===== src/rtl/fir_diff_symm.sv =====
// Streaming 10-tap antisymmetric FIR differentiator with pre-subtractor (5 multipliers).
// Q(8.6) in; Q(8.12) saturated and Q(8.6) rounded/saturated out over a 4-stage stall-able pipeline.
module fir_diff_symm #(
    parameter int DATA_WIDTH        = 14,
    parameter int FRACTIONAL_LENGTH = 6,
    parameter int PREDIFF_WL        = 15,
    parameter int SUM_WL            = 20,
    parameter int SUM_FL            = 12
) (
    input  logic                  clk,
    input  logic                  rst,
    input  logic                  s_valid,
    output logic                  s_ready,
    input  logic [DATA_WIDTH-1:0] s_data,
    output logic                  m_valid,
    input  logic                  m_ready,
    output logic [DATA_WIDTH-1:0] m_data,
    output logic [SUM_WL-1:0]     m_data_full,
    output logic                  m_sat,
    output logic                  primed
);

    localparam int ACC_WL = 23;
    localparam int RND_SH = SUM_FL - FRACTIONAL_LENGTH;

    localparam logic signed [7:0] A0 = 8'shFF;   // -1/64,   FL6
    localparam logic signed [8:0] A1 = 9'sh019;  // 25/128,  FL7
    localparam logic signed [8:0] A2 = 9'sh1CD;  // -51/128, FL7
    localparam logic signed [5:0] A3 = 6'sh07;   // 7/16,    FL4
    localparam logic signed [6:0] A4 = 7'sh13;   // 19/32,   FL5

    localparam logic signed [ACC_WL-1:0] FULL_MAX = 23'sd524287;
    localparam logic signed [ACC_WL-1:0] FULL_MIN = -23'sd524288;
    localparam logic signed [ACC_WL-1:0] RND_MAX  = 23'sd8191;
    localparam logic signed [ACC_WL-1:0] RND_MIN  = -23'sd8192;
    localparam logic signed [ACC_WL-1:0] RND_HALF = 23'sd32;

    logic en;
    logic accept;

    logic signed [DATA_WIDTH-1:0] line [9];
    logic signed [DATA_WIDTH-1:0] tap  [10];
    logic signed [PREDIFF_WL-1:0] dif_c [5];
    logic signed [PREDIFF_WL-1:0] dif_q [5];
    logic signed [ACC_WL-1:0]     prod_c [5];
    logic signed [ACC_WL-1:0]     prod_q [5];
    logic signed [ACC_WL-1:0]     acc_c, acc_q;
    logic signed [SUM_WL-1:0]     full_c, full_q;
    logic                         satf_c, satf_q;
    logic signed [ACC_WL-1:0]     rsum, rsh;
    logic signed [DATA_WIDTH-1:0] rnd_c;
    logic                         satr_c;
    logic                         v1, v2, v3;
    logic [3:0]                   count;

    logic signed [22:0] m0;
    logic signed [23:0] m1, m2;
    logic signed [20:0] m3;
    logic signed [21:0] m4;

    assign en      = !(m_valid && !m_ready);
    assign s_ready = en;
    assign accept  = s_valid && en;
    assign primed  = (count == 4'd10);

    // Stage 1 sees the incoming sample as x[n] and the stored line as x[n-1..n-9].
    always_comb begin
        tap[0] = s_data;
        for (int j = 1; j < 10; j++) tap[j] = line[j-1];
        for (int k = 0; k < 5; k++)
            dif_c[k] = PREDIFF_WL'(tap[k]) - PREDIFF_WL'(tap[9-k]);
    end

    // Products aligned to FL12: FL13 terms drop one LSB (floor), FL10/FL11 terms shift up.
    always_comb begin
        m0 = 23'(dif_q[0]) * 23'(A0);
        m1 = 24'(dif_q[1]) * 24'(A1);
        m2 = 24'(dif_q[2]) * 24'(A2);
        m3 = 21'(dif_q[3]) * 21'(A3);
        m4 = 22'(dif_q[4]) * 22'(A4);
        prod_c[0] = m0;
        prod_c[1] = m1[23:1];
        prod_c[2] = m2[23:1];
        prod_c[3] = {m3, 2'b00};
        prod_c[4] = {m4, 1'b0};
    end

    always_comb begin
        acc_c  = prod_q[0] + prod_q[1] + prod_q[2] + prod_q[3] + prod_q[4];
        satf_c = 1'b0;
        full_c = acc_c[SUM_WL-1:0];
        if (acc_c > FULL_MAX) begin
            full_c = {1'b0, {(SUM_WL-1){1'b1}}};
            satf_c = 1'b1;
        end else if (acc_c < FULL_MIN) begin
            full_c = {1'b1, {(SUM_WL-1){1'b0}}};
            satf_c = 1'b1;
        end
    end

    // Rounding works from the unsaturated sum so both outputs saturate independently.
    always_comb begin
        rsum   = acc_q + RND_HALF;
        rsh    = rsum >>> RND_SH;
        satr_c = 1'b0;
        rnd_c  = rsh[DATA_WIDTH-1:0];
        if (rsh > RND_MAX) begin
            rnd_c  = {1'b0, {(DATA_WIDTH-1){1'b1}}};
            satr_c = 1'b1;
        end else if (rsh < RND_MIN) begin
            rnd_c  = {1'b1, {(DATA_WIDTH-1){1'b0}}};
            satr_c = 1'b1;
        end
    end

    always_ff @(posedge clk) begin
        if (rst) begin
            for (int j = 0; j < 9; j++) line[j] <= '0;
            for (int k = 0; k < 5; k++) begin
                dif_q[k]  <= '0;
                prod_q[k] <= '0;
            end
            acc_q       <= '0;
            full_q      <= '0;
            satf_q      <= 1'b0;
            v1          <= 1'b0;
            v2          <= 1'b0;
            v3          <= 1'b0;
            m_valid     <= 1'b0;
            m_data      <= '0;
            m_data_full <= '0;
            m_sat       <= 1'b0;
            count       <= '0;
        end else begin
            if (accept) begin
                line[0] <= s_data;
                for (int j = 1; j < 9; j++) line[j] <= line[j-1];
                if (count != 4'd10) count <= count + 4'd1;
            end
            if (en) begin
                v1      <= accept;
                v2      <= v1;
                v3      <= v2;
                m_valid <= v3;
                if (accept) dif_q  <= dif_c;
                if (v1)     prod_q <= prod_c;
                if (v2) begin
                    acc_q  <= acc_c;
                    full_q <= full_c;
                    satf_q <= satf_c;
                end
                if (v3) begin
                    m_data      <= rnd_c;
                    m_data_full <= full_q;
                    m_sat       <= satf_q | satr_c;
                end
            end
        end
    end

endmodule


===== config.mk =====
export PLATFORM = sky130hd
export DESIGN_NAME = fir_diff_symm
export DESIGN_NICKNAME = d
export VERILOG_FILES = /design/src/rtl/fir_diff_symm.sv
export SDC_FILE = /design/constraint.sdc
export NUM_CORES = 1
export LEC_CHECK = 0
export ABC_AREA = 1
export CORE_ASPECT_RATIO = 0.75
export CORE_MARGIN = 3
export CORE_UTILIZATION = 36
export DETAILED_ROUTE_END_ITERATION = 10
export GPL_ROUTABILITY_DRIVEN = 0
export HOLD_SLACK_MARGIN = 0.1
export PLACE_DENSITY = 0.48
export SLEW_MARGIN = 20
export SYNTH_ARGS = -nofsm -noshare
export SYNTH_HDL_FRONTEND = slang
export SYNTH_SLANG_ARGS = --single-unit

===== constraint.sdc =====
create_clock -name clk -period 8.07 [get_ports clk]
set_clock_uncertainty 0.15 [all_clocks]
set_input_delay 1.614 -clock clk [delete_from_list [all_inputs] [get_ports clk]]
set_output_delay 1.614 -clock clk [all_outputs]
set_load 0.01 [all_outputs]

==> impl_metrics.toml, run 1 <==
[clock_network]
clock_sink_count = 387
clk_latency_ps = 590
cts_setup_buffers = 0
cts_tree = "done"
cts-root-buf = "clkbuf_16"
cts_resized = 0
clkTransAtPathRegs_ps = 60
cts_max_path_buffers = 3
hold_buffers = 0
cts_buffers = 46
cts-htree-levels = 2

[finish]
final_cell_area_um2 = 30340
register_area_um2 = 9009
final_cells = 4487
final_util_pct = 40.93
fillers = 7666
drive_above_1_share_pct = 4.945
nets = 3914
multi_input_area_um2 = 14730
antenna_cells = 0
syn2layout_area_growth_pct = 11.42

[timing]
tns_ps = 0
setup_slack_ps = 3267
grt_setup_unrepaired = "no"
fin_crit_sh_pct = 59.52
whs_ps = 299.0
worst_pin_slew_ps = 973.8
hold_viol = 0
setup_viol = 0
max_freq_ghz = 0.2082
finalCriticalPeriod_ps = 4803
slew_headroom_pct = 34.92
final-max-slew-violation-count = 0

[pwr]
vdd_drop_max_v = 0.0001667
power_leakage_nw = 15.18
power_mw = 8.066
power_density_nw_per_um2 = 265.8

[yosys]
syn_avg_cell_area_um2 = 7.898
synth_top_area_share_pct = 19.19
syn_area_um2 = 27230
ys_ff_latch = 387
syn_inst = 3448
synth_top_area_cell = "dfxtp_1"
synth_warnings = 0
yosysSeqAreaShare_pct = 33.08
dominantRegCellSynth = "dfxtp_1"
async_flop_share_pct = 0
synth.area.top_cells = "dfxtp_1 (19%), edfxtp_1 (14%), ha_1 (13%), inv_1 (11%), fa_1 (9.9%)"
yosysUniqueCellTypes = 54
synth_edf_count = 126
syn_nets = 3881

[setup_path]
cp-start-kind = "input pin"
startpoint = "m_ready"
worst-setup-path-type = "input pin to output pin"
required_ps = 6310
reg2reg_from = "prod_q[3]"
cp_max_fo = 5
worst-r2r-cell-count = 23
r2r-end = "satf_q"
end_kind = "output pin"
reg2reg_setup_slack_ps = 3320
arrival_ps = 3040
critPathCapture = "s_ready"

[routing]
viasPerCell = 4.793
routed_wl_mm = 76.10
drc = 0
dr.pass1.iters = 5
wl_per_cell_um = 16.96
vias = 21500
drt_iter0_markers = 1498
drtAntennaViolNets = 0

[place]
dpl_cell_area_um2 = 28760
dp.cells = 4401
port_buffers = 55
pre_cts_ws_ps = 2924
dp_hpwl_mm = 60.65

[die]
dieArea_um2 = 79020
coreArea_um2 = 74140
start_util_pct = 36.73
ios = 56
die_x_um = 323.6
die_h_um = 244.2
rows = 86

[global_route]
grt_overflow_total = 0
grt_max_degree = 113
grt_use_total_pct = 19.57
antenna_found_initial = 2
grt_pass1_vias = 20410
grt_pass1_wl_mm = 119.7

[flow_run]
max_cap_violations = 0

[worst_hold_path]
min_path_type = "flip-flop to flip-flop"

[outcome]
status = "complete, no violations"
==> worst max-delay path, cell delays in order <==
cell and delay [ps]:
clkdlybuf4s50_1 430, nor2_1 390, inv_1 100, clkdlybuf4s50_1 500
==> how the worst min path moves through the flow <==
stage	start	to	slack, ps	depth (start not counted)
3_5_place_dp	count[3]	count[3]	300	1
3_3_place_gp	count[3]	count[3]	290	1
6_report	count[3]	count[3]	300	1
2_1_floorplan	count[3]	count[3]	270	1
4_1_cts	count[3]	count[3]	300	1
5_1_grt	count[3]	count[3]	330	1
==> synthesized netlist by cell type, types with 3 or more instances <==
library cell / count
or2_2: 15
nand3_1: 103
fa_1: 135
nand4_1: 23
a31o_2: 3
nand3_2: 3
xor2_1: 53
nor2_2: 5
buf_1: 10
o21bai_1: 8
nand3b_1: 13
dfxtp_1: 261
edfxtp_1: 126
o211ai_1: 22
nor4_1: 6
inv_1: 831
nor2_1: 324
inv_2: 4
nand2_2: 8
a21o_1: 10
a21oi_2: 20
clkbuf_1: 55
nand2_1: 443
xnor2_1: 26
ha_1: 280
a32o_1: 5
o31ai_1: 7
a31oi_1: 8
a211oi_1: 4
buf_2: 17
o21ai_0: 286
a21boi_0: 4
and2_1: 3
nor3_1: 15
o21ai_1: 3
o22ai_1: 23
a21oi_1: 263
==> area by class of cell <==
class                           count  share of cell area, %
Multi-Input combinational cell   2141                  48.56
Sequential cell                   387                  29.69
Inverter                          835                  10.37
Clock buffer                       60                  4.301
Tap cell                          968                  3.992
Timing Repair Buffer               70                  2.169
Clock inverter                     26                 0.9237
==> sequential cells by signal, summed over array words and instances, names as in the netlist, 4 cells and up <==
name,cells
line,126
prod_q,104
dif_q,75
full_q,20
m_data_full,20
acc_q,18
m_data,14
count,4
==> metal layers <==
layer  routed length, um  global-route usage [%]
met4                1088                   3.428
met1               40610                   31.34
met5                   0                       0
met2               30060                   27.89
met3                4335                   2.507
==> cells by family (layout without fill, tap and decap cells) <==
group                    Yosys count  after routing  share of synthesized area (%)
AO/OA/AOI/OAI                    677            677                          13.73
XOR/XNOR                          79             79                          2.541
adder cells (fa/ha/maj)          415            415                          22.79
buffers and inverters            920            991                          12.87
flip-flops                       387            387                          33.08
AND/OR/NAND/NOR                  970            970                          14.99
==> where the power goes <==
part	switching [mW]	total, mW	internal (mW)
clock	0.894	2.20	1.30
combinational	2.33	3.51	1.18
sequential	0.168	2.36	2.19
==> layout by cell type (no fill, tap or decap), types with 47 or more instances in the layout <==
cell type | Yosys | final
fa_1 | 135 | 135
ha_1 | 280 | 280
inv_1 | 831 | 827
nand3_1 | 103 | 103
nand2_1 | 443 | 443
clkbuf_16 | 0 | 47
xor2_1 | 53 | 53
o21ai_0 | 286 | 286
nor2_1 | 324 | 320
a21oi_1 | 263 | 263
clkdlybuf4s50_1 | 0 | 54
dfxtp_1 | 261 | 261
edfxtp_1 | 126 | 126
Note: power is estimated with default switching activity, not from simulation.
==> run 2, diff against run 1 <==
Settings changed: PLACE_DENSITY 0.48 to 0.5.
Clock period 8.07 ns to 4 ns, I/O delays scaled along.
==> impl_metrics.toml, run 2 (synthesized netlist as in run 1, its figures left out) <==
[die]
dieArea_um2 = 79020
ios = 56
start_util_pct = 36.73
die_h_um = 244.2
coreArea_um2 = 74140
rows = 86
die_x_um = 323.6

[pwr]
power_leakage_nw = 16.13
power.net_switching_mw = 7.938
vdd_drop_max_v = 0.0003664
p_sw_share_pct = 41.38
power_density_nw_per_um2 = 589.9
power.share.combinational_pct = 51.1
p_int_mw = 11.25
pwr-share-seq_pct = 24.7
power.share.clock_pct = 24.3

[place]
dp.cells = 4535
dpl_cell_area_um2 = 29880
port_buffers = 55
dp_hpwl_mm = 62.35

[finish]
register_area_um2 = 9035
drive_above_1_share_pct = 13.42
fillers = 7518
final_cell_area_um2 = 32520
top_regs = "line (126), prod_q (104), dif_q (75)"
mostFrequentLayoutCells = "inv_1 (804), nand2_1 (408), nor2_1 (312)"
final_cells = 4641
antenna_cells = 0
syn2layout_area_growth_pct = 19.42
multi_input_area_um2 = 15470
largest_register_ff_count = 126
layout_commonest_cell = "inv_1"
largest_register = "line"
nets = 4068

[worst_hold_path]
min_path_type = "flip-flop to flip-flop"

[setup_path]
worst-setup-path-type = "flip-flop to flip-flop"
required_ps = 4330
cp_max_fo = 7
end_kind = "flip-flop"
cp-start-kind = "flip-flop"
arrival_ps = 4360

[flow_run]
max_cap_violations = 0

[outcome]
failed_checks = "negative setup slack"
status = "finished with violations"

[timing]
slew_headroom_pct = 46.15
final-max-slew-violation-count = 0
setup_viol = 7
max_freq_ghz = 0.2484
worst_pin_slew_ps = 806.8
fin_crit_sh_pct = 100.7
grt_setup_unrepaired = "yes"
tns_ps = -150.5
finalCriticalPeriod_ps = 4026
setup_slack_ps = -26.19
hold_viol = 0
whs_ps = 308.5

[routing]
routed_wl_mm = 78.80
viasPerCell = 4.777
dr.pass1.iters = 5
wl_per_cell_um = 16.98
drtAntennaViolNets = 0
drc = 0
drt_iter0_markers = 1625
vias = 22170

[global_route]
grt_max_degree = 77
grt_use_total_pct = 20.02
antenna_found_initial = 3
grt_pass1_vias = 21230
grt_pass1_wl_mm = 122.9
grt_overflow_total = 0

[clock_network]
cts_buffers = 46
clk_latency_ps = 600
clock_sink_count = 387
cts-root-buf = "clkbuf_16"
hold_buffers = 0
cts-htree-levels = 2
cts_max_path_buffers = 3
cts_tree = "done"
clkTransAtPathRegs_ps = 70
## run 2: cell count changes in the layout (fill, tap and decap cells not counted), sizes merged
cell,previous run,this run
clkinv,17,13
clkbuf,60,62
clkinvlp,2,5
buf,16,170
inv,837,836
## run 2: final cells by class
type,instances,area share (%)
tap,968,3.724
clock inverter,24,0.9773
clock buffer,62,4.232
timing repair buffer,224,6.017
inverter,835,9.688
multi-input combinational,2141,47.58
sequential,387,27.78
## run 2: power groups by stage
stage / Clock, mW / Sequential, mW / Combinational, mW
after global placement: 0 / 4.80 / 8.44
final: 4.66 / 4.73 / 9.79
after detailed placement: 0 / 4.80 / 8.38
after global routing: 4.91 / 4.77 / 11.0
after floorplan: 0 / 4.69 / 5.16
after CTS: 4.77 / 4.72 / 8.83
## run 2: routing by layer
layer  wire length (um)  up-vias  track usage (%)
met3               4844       58            3.723
met4               1017        2            3.241
li1                   -    11310                -
met1              41340    10360            31.31
met5                 13        -                0
met2              31580      438            28.69
## run 2: timing repair
action | in CTS | in global routing
buffers inserted | 7 | 13
setup endpoints to repair | 28 | 40
resized for setup | 54 | 149
pin swaps | 25 | 75
gates cloned | 1 | 0
## run 2: path summary, 6_finish.rpt
| kind | startpoint | to | slack [ps] | depth (start not counted) |
|---|---|---|---|---|
| setup / recovery | prod_q[49] | full_q[12] | -30 | 23 |
| hold / removal | count[3] | count[3] | 310 | 1 |
| setup reg to reg | prod_q[49] | full_q[12] | -30 | 23 |
| hold reg to reg | count[3] | count[3] | 310 | 1 |
## run 2: stage by stage
stage                     utilization (%)  setup WS (ps)  power (mW)
after CTS                           43.04         -7.064       18.32
after detailed placement            40.31         -135.5       13.18
after floorplan                         -          10.36       9.850
final                               43.86         -26.19       19.18
after global placement              40.31         -142.4       13.24
after global routing                43.86         -177.8       20.64
## run 2: worst max-delay path: stages, from the launching register on
cell,delay (ps)
dfxtp_2,320
inv_2,40
fa_1,540
inv_1,50
fa_1,490
inv_1,50
fa_1,490
inv_2,50
ha_4,150
fa_2,350
nand3_2,80
nand3_2,80
nand2_2,100
nand2_4,60
nand2_2,80
nand2_1,50
nand2_1,70
nand2_2,80
inv_2,70
nand3_4,80
a21oi_4,180
buf_6,140
buf_16,120
a21oi_2,50
